## src/rtl/ssid_memory_arbiter.sv

```systemverilog
// ssid_memory_arbiter: round-robin arbiter sharing the SSID hit memory port between the hit-write and
// SSID readout requesters. Optional macro ARB_STATS_EN adds saturating per-requester stall counters.
`default_nettype none

module ssid_memory_arbiter #(
    parameter int SSIDBITS = 8,
    parameter int DATABITS = 8
) (
    input  logic                clock,
    input  logic                reset,
    input  logic                wrValid,
    input  logic [SSIDBITS-1:0] wrSSID,
    input  logic [DATABITS-1:0] wrData,
    output logic                wrReady,
    input  logic                rdValid,
    input  logic [SSIDBITS-1:0] rdSSID,
    output logic                rdReady,
    output logic                memValid,
    output logic                memWrite,
    output logic [SSIDBITS-1:0] memSSID,
    output logic [DATABITS-1:0] memData,
`ifdef ARB_STATS_EN
    output logic [15:0]         wrStallCount,
    output logic [15:0]         rdStallCount,
`endif
    input  logic                memReady
);

    typedef enum logic [0:0] {
        IDLE  = 1'b0,
        ISSUE = 1'b1
    } state_t;

    state_t r_state;
    logic   r_last_wr;

    logic w_can_accept;
    logic w_pick_wr;
    logic w_wr_grant;
    logic w_rd_grant;

    // Readies are held low while reset is asserted so nothing is accepted into a register being cleared.
    assign w_can_accept = !reset && ((r_state == IDLE) || memReady);
    assign w_pick_wr    = wrValid && (!rdValid || (wrSSID == rdSSID) || !r_last_wr);
    assign w_wr_grant   = w_can_accept && w_pick_wr;
    assign w_rd_grant   = w_can_accept && rdValid && !w_pick_wr;

    assign wrReady = w_wr_grant;
    assign rdReady = w_rd_grant;

    always_ff @(posedge clock or posedge reset) begin
        if (reset) begin
            r_state   <= IDLE;
            r_last_wr <= 1'b0;
            memValid  <= 1'b0;
            memWrite  <= 1'b0;
            memSSID   <= '0;
            memData   <= '0;
        end else if (w_wr_grant || w_rd_grant) begin
            r_state   <= ISSUE;
            r_last_wr <= w_wr_grant;
            memValid  <= 1'b1;
            memWrite  <= w_wr_grant;
            memSSID   <= w_wr_grant ? wrSSID : rdSSID;
            memData   <= w_wr_grant ? wrData : '0;
        end else if (r_state == ISSUE && memReady) begin
            r_state   <= IDLE;
            memValid  <= 1'b0;
        end
    end

`ifdef ARB_STATS_EN
    always_ff @(posedge clock or posedge reset) begin
        if (reset) begin
            wrStallCount <= '0;
            rdStallCount <= '0;
        end else begin
            if (wrValid && !w_wr_grant && wrStallCount != 16'hFFFF)
                wrStallCount <= wrStallCount + 16'd1;
            if (rdValid && !w_rd_grant && rdStallCount != 16'hFFFF)
                rdStallCount <= rdStallCount + 16'd1;
        end
    end
`endif

endmodule

`default_nettype wire

```

## config.mk

```make
export PLATFORM = sky130hd
export DESIGN_NAME = ssid_memory_arbiter
export DESIGN_NICKNAME = d
export VERILOG_FILES = /design/src/rtl/ssid_memory_arbiter.sv
export SDC_FILE = /design/constraint.sdc
export NUM_CORES = 1
export LEC_CHECK = 0
export ABC_AREA = 1
export CAP_MARGIN = 20
export CORE_ASPECT_RATIO = 0.75
export CORE_UTILIZATION = 41
export CTS_CLUSTER_SIZE = 28
export DETAILED_ROUTE_END_ITERATION = 16
export PLACE_DENSITY = 0.82
export SLEW_MARGIN = 5
export SYNTH_ARGS = -nofsm -noshare
export SYNTH_HDL_FRONTEND = slang
export SYNTH_SLANG_ARGS = --single-unit
```

## constraint.sdc

```tcl
create_clock -name clock -period 1.7 [get_ports clock]
set_input_delay 0.17 -clock clock [delete_from_list [all_inputs] [get_ports clock]]
set_output_delay 0.17 -clock clock [all_outputs]
set_load 0.02 [all_outputs]
```

==> flow_metrics.py <==
metrics = {
    "status": {
        "status": "finished, final reports clean",
    },
    "pwr": {
        "p_leak_nw": 1.04,
        "peakVddDrop_mv": 0.504,
        "seqPwrFrac": 0.377,
        "power.density_nw_per_um2": 848,
        "switching_share": 0.353,
        "combPwrFrac": 0.440,
        "p_switching_w": 0.000524,
        "clkPwrFrac": 0.183,
        "internal_power_w": 0.000962,
    },
    "synthesis": {
        "syn_nets": 187,
        "synth-compound-area-share": 0.00466,
        "synth-edff-count": 0,
        "synth_simple_gate_area_share": 0.413,
        "yosysMostFrequentCell": "nand2_1",
        "synth_flop_cell": "dfrtp_1",
        "syn_inst": 158,
        "synth_warnings": 0,
        "synthAdderAreaFrac": 0,
        "synth.top_cell.area_share": 0.420,
        "synth_common_cells": "nand2_1 (76), inv_1 (28), dfrtp_1 (18), nand3_1 (8), nand4_1 (8)",
        "synth_xor_area_frac": 0.0326,
        "yosysTopAreaCell": "dfrtp_1",
        "ys_types": 17,
        "synth.area.top_cells": "dfrtp_1 (42%), nand2_1 (27%), inv_1 (9.8%)",
        "ys_seq_area_frac": 0.420,
        "synth_top_family_by_area": "simple AND/OR/NAND/NOR gates",
        "synth-async-reset-ratio": 1.00,
        "muxShareOfSynthArea": 0,
        "avgSynthCellArea_um2": 6.79,
        "mappedNetlistArea_um2": 1070,
        "synth_seq_cells": 18,
    },
    "grt": {
        "grt_antenna_before_repair": 0,
        "grt_pass1_wl_um": 4330,
        "grt_pass1_vias": 1069,
        "grt_util_met3": 0.0758,
        "grtUsageTotal": 0.219,
        "busiest_layer": "met2",
        "grt.overflow.total": 0,
        "use_met1": 0.238,
        "met2_usage": 0.387,
        "grt_max_degree": 19,
    },
    "setup_path": {
        "cp_slowest_stage_delay_ns": 0.50,
        "r2r-end": "memData[1]",
        "r2r_start": "r_state",
        "path_cells": "clkdlybuf4s50_1 -> xnor2_1 -> nand2_1 -> nor2_1 -> nand2_1 -> nand2_4 -> nand3_4 -> clkinv_1 -> buf_4",
        "r2r_setup_slack_ns": 0.19,
        "crit_type": "in -> out",
        "worst_ep_required_time_ns": 1.53,
        "slowest_stage": "clkdlybuf4s50_1",
        "crit_arrival_ns": 1.44,
        "critPathLaunchType": "input port",
        "worstPathMaxFanout": 4,
        "reg2reg_depth": 10,
        "crit_top_cell": "nand2_1",
        "cp-end-kind": "output port",
    },
    "floorplanning": {
        "die_area_um2": 2830,
        "die_width_um": 61.1,
        "rows": 15,
        "core_area_um2": 2380,
        "die_h_um": 46.3,
        "initial_core_util": 0.450,
        "ios": 49,
    },
    "clock_network": {
        "clockBufferDepth": 2,
        "cts_buffers": 3,
        "holdBufCountCts": 0,
        "h-tree-depth": 1,
        "insertion_delay_ns": 0.30,
        "clockRootBuffer": "clkbuf_4",
        "cts_tree": "built",
        "clkSlewWorstSetupHoldPaths_ns": 0.11,
        "clock-sinks": 18,
    },
    "timing": {
        "period_needed_ns": 1.61,
        "finalClockSkew_ns": 0.00478,
        "setup_viol": 0,
        "slew_violations": 0,
        "hold_viol": 0,
        "setup_slack_ns": 0.0925,
        "slew_headroom": 0.842,
        "holdWs_ns": 0.193,
        "worstMarginPinSlew_ns": 0.237,
        "fmax_ghz": 0.622,
        "timing.final.crit_share": 0.946,
    },
    "worst_hold_path": {
        "hp-class": "in -> async",
    },
    "routing": {
        "wire_per_inst_um": 11.7,
        "first_pass_iters": 4,
        "vias_per_cell": 4.67,
        "remaining_drc_errors": 0,
        "drtAntennaViolNets": 0,
        "routed_wirelength_um": 3010,
        "via_count": 1205,
        "drt_iter0_drc": 66,
    },
    "placed_design": {
        "detailedPlace.worstSlack_ns": -0.365,
        "routabilityCongestion": 0.887,
        "place_hpwl_um": 2310,
        "numPortBuffers": 48,
    },
    "layout": {
        "area_growth_pct": 63.2,
        "drive_gt1_frac": 0.147,
        "nets": 254,
        "antenna_cells": 0,
        "multi_input_comb_area_um2": 483,
        "nFillCells": 199,
        "regArea_um2": 450,
    },
    "job": {
        "max_cap_violations": 0,
    },
}
==> sequential cells by signal, indices dropped and copies added (netlist names) <==
register,cells
memData,8
memSSID,8
r_last_wr,1
r_state,1
==> power groups by stage <==
stage	logic [W]	registers, W	clock network (W)
6_report	0.000653	0.000561	0.000272
5_1_grt	0.000707	0.000571	0.000299
4_1_cts	0.000658	0.000560	0.000280
3_5_place_dp	0.000657	0.000568	0
3_3_place_gp	0.000639	0.000564	0
2_1_floorplan	0.000211	0.000673	0
==> cells by family after synthesis <==
logic type,Yosys count
buffers and inverters,34
xor gates and xnor gates,4
DFF,18
and+or+nand+nor,101
AOI/OAI and AO/OA,1
==> area by class of cell <==
cell class,count,share of cell area
clock buffers,4,0.0207
inverters,31,0.0664
multi-input cells,106,0.276
flip-flops and latches,18,0.257
well taps,34,0.0243
repair buffers,65,0.356
==> layer usage <==
metal  share of wire  routed length, um
met2            0.50               1510
met4           0.024                 72
met5               0                  0
met1            0.42               1270
met3           0.052                157
==> layout by cell type (no fill, tap or decap) <==
cell type	netlist	routed
nand3_1	8	8
inv_2	1	3
clkdlybuf4s50_1	0	37
xnor2_1	4	4
nand4_1	8	8
inv_1	28	26
clkinv_1	2	2
buf_2	1	1
clkbuf_4	0	3
nand2_4	1	1
a21oi_1	1	1
nand3_4	1	1
buf_4	1	18
nor2_1	2	2
nand2_2	1	1
clkbuf_8	0	1
nand2_1	76	76
dlymetal6s2s_1	0	9
dfrtp_1	18	18
or2_2	4	4
==> metrics by stage <==
stage	TNS [ns]	cell area, um2	util	power [W]	std cells
final	0	1750	0.735	0.00149	258
after floorplan	0	1070	-	0.000884	158
after CTS	0	1730	0.727	0.00150	258
after detailed placement	-2.43	1700	0.713	0.00123	254
after global placement	-1.82	1700	0.713	0.00120	254
after global routing	-0.0186	1750	0.735	0.00158	258
==> critical path, delay by kind of cell <==
kind                      cells  cell delay [ns]
buffers and inverters         3             0.69
and+or+nand+nor               5             0.44
xor gates and xnor gates      1             0.12
==> worst max path at each step <==
stage | start | endpoint | slack (ns) | cells after the start
2_1_floorplan | reset | rdReady | 0.01 | 6
5_1_grt | wrSSID[3] | wrReady | -0.02 | 10
4_1_cts | wrSSID[0] | rdReady | 0.02 | 10
3_5_place_dp | wrSSID[4] | wrReady | -0.36 | 9
3_3_place_gp | wrSSID[4] | wrReady | -0.36 | 9
6_report | wrSSID[5] | wrReady | 0.09 | 9
==> what timing repair did <==
action | in CTS | in global routing
setup buffers | 0 | 0
endpoints found under the setup margin | 2 | 2
gates resized for setup | 7 | 13
pin swaps | 0 | 3
Note: power is estimated with default switching activity, not from simulation.
==> edit, RTL diff (same flow settings) <==
`SSIDBITS`: 8 -> 10.
--- a/src/rtl/ssid_memory_arbiter.sv
+++ b/src/rtl/ssid_memory_arbiter.sv
@@ -3,7 +3,7 @@
 `default_nettype none
 
 module ssid_memory_arbiter #(
-    parameter int SSIDBITS = 8,
+    parameter int SSIDBITS = 10,
     parameter int DATABITS = 8
 ) (
     input  logic                clock,
Ports: changed (resized memSSID, rdSSID and wrSSID); port bits go from 49 to 55. No check against the original RTL was run, so the function may have changed too.
==> edit against the original RTL <==
Design area rose by 15%. Utilization up 0.50 points. Total power up 16%. Wire length increased by 14%. Worst setup slack worse by 5.4 ps. Global-route usage grew 0.20 points. Area after synthesis increased by 15%. Sequential cell count increased by 2. Largest power group unchanged.
==> edit: results (changes against the original RTL) <==
[worst_setup_path]
worstPathMaxFanout=3  ; -1
reg2reg_depth=10  ; unchanged
cp-startpoint=wrSSID[4]
r2r-end=memSSID[7]
reg2reg_slack_ps=110  ; -80 ps

[placement]
gp_congestion=0.7884  ; -11%
hpwlAfterDp_mm=2.440  ; +5.5%
port_buffers=54  ; +13%
placed_cell_area_sq_mm=0.001882  ; +11%

[cells_and_area]
fillers=209  ; +5.0%
top_regs=memSSID x10, memData x8
drive_above_1_share_pct=13.65  ; -1.1 points
fin_nets=283  ; +11%

[routing]
vias=1339  ; +11%
drtIter0Drc=59  ; -11%
wire_per_inst_microns=12.01  ; +3.0%
first_pass_iters=5  ; +1

[status]
status=completed

[power]
leakage_nw=1.243  ; +19%
peakVddDrop_v=0.0006017  ; +19%
p_int_mw=1.137  ; +18%

[global_routing]
grt_first_pass_wirelength_mm=5.444  ; +26%
grt_max_degree=23  ; +4
grt_pass1_vias=1194  ; +12%

[yosys]
ys.flop_type=dfrtp_1
synth.top_cells.by_count=82 x nand2_1, 31 x inv_1, 20 x dfrtp_1, 11 x nand3_1, 10 x nand4_1
synth.area.top_cells=dfrtp_1 41%, nand2_1 25%, inv_1 9.4%
ys_types=19  ; +2
synth_nets=216  ; +16%
synth-seq-area-share_pct=40.53  ; -1.4 points

[timing]
skew_ps=0.8503  ; -3.926 ps
relSlewSlack_pct=80.46  ; -3.7 points

[clock_tree]
clk_pin_slew_ps=70  ; -40 ps
clock_latency_ps=260  ; -40 ps
cts-root-buf=clkbuf_8

[hold_path]
hold_path_class=input pin to flip-flop

==> edit: cell types whose count changed in the layout (fill, tap and decap cells not counted), sizes merged, moves of 3 or more <==
cell           delta
inv               +5
nand3             +3
dlymetal6s2s      +9
nand2             +5
clkdlybuf4s50     -3
==> edit: cells by family after synthesis <==
family / synth area share [%]
compound gates: 0.4049
xor+xnor: 4.255
buf+inv: 14.49
flops: 40.53
simple gates: 40.32
==> edit: layout make-up <==
class / instances / area [sq um] / area share [%]
Tap cell: 36 / 45.04 / 2.236
Multi-Input combinational cell: 121 / 566.8 / 28.14
Inverter: 35 / 137.6 / 6.832
Timing Repair Buffer: 69 / 709.4 / 35.22
Sequential cell: 20 / 500.5 / 24.84
Clock buffer: 4 / 55.05 / 2.733
==> edit: critical path, cell delays in order <==
cell             delay, ps
clkdlybuf4s50_1        440
xor2_1                 180
nor2_1                 100
nand3_1                110
nand2_2                140
nand3_4                100
inv_2                   90
buf_6                  110
==> edit: worst min path at each step <==
stage | cells past startpoint | to | slack [ps] | from
2_1_floorplan | 1 | memData[0] | 30 | reset
5_1_grt | 5 | memSSID[6] | 320 | wrSSID[6]
4_1_cts | 3 | memSSID[6] | 350 | reset
3_3_place_gp | 2 | memData[2] | 450 | memData[2]
6_report | 5 | memSSID[6] | 310 | wrSSID[6]
3_5_place_dp | 2 | memData[2] | 460 | memData[2]
==> edit: power by group through the flow <==
stage | sequential [mW] | clock [mW] | combinational (mW)
after floorplan | 0.753 | 0 | 0.249
after global placement | 0.632 | 0 | 0.716
after detailed placement | 0.634 | 0 | 0.731
after CTS | 0.627 | 0.367 | 0.733
after global routing | 0.640 | 0.384 | 0.812
final | 0.627 | 0.358 | 0.746
==> edit: through the flow <==
stage / cells / setup slack [ps] / hold WS (ps) / setup TNS [ps]
after floorplan: 183 / 126.4 / 26.85 / 0
after global placement: 280 / -361.5 / 453.4 / -2514
after detailed placement: 280 / -448.4 / 462.0 / -3236
after CTS: 284 / 28.24 / 346.6 / 0
after global routing: 285 / -4.800 / 317.0 / -4.800
final: 285 / 87.06 / 306.1 / 0
==> edit: timing repair <==
item,4_1_cts,5_1_grt
pin swaps,1,4
hold buffers,0,0
gates resized for setup,9,28
setup buffers,0,1
endpoints found under the setup margin,2,17
==> edit: metal layers <==
layer	vias up	global-route usage (%)	wire length, microns
li1	675	-	-
met5	-	0	0
met3	5	5.556	219
met4	0	4.348	25
met1	613	26.93	1498
met2	46	39.35	1681
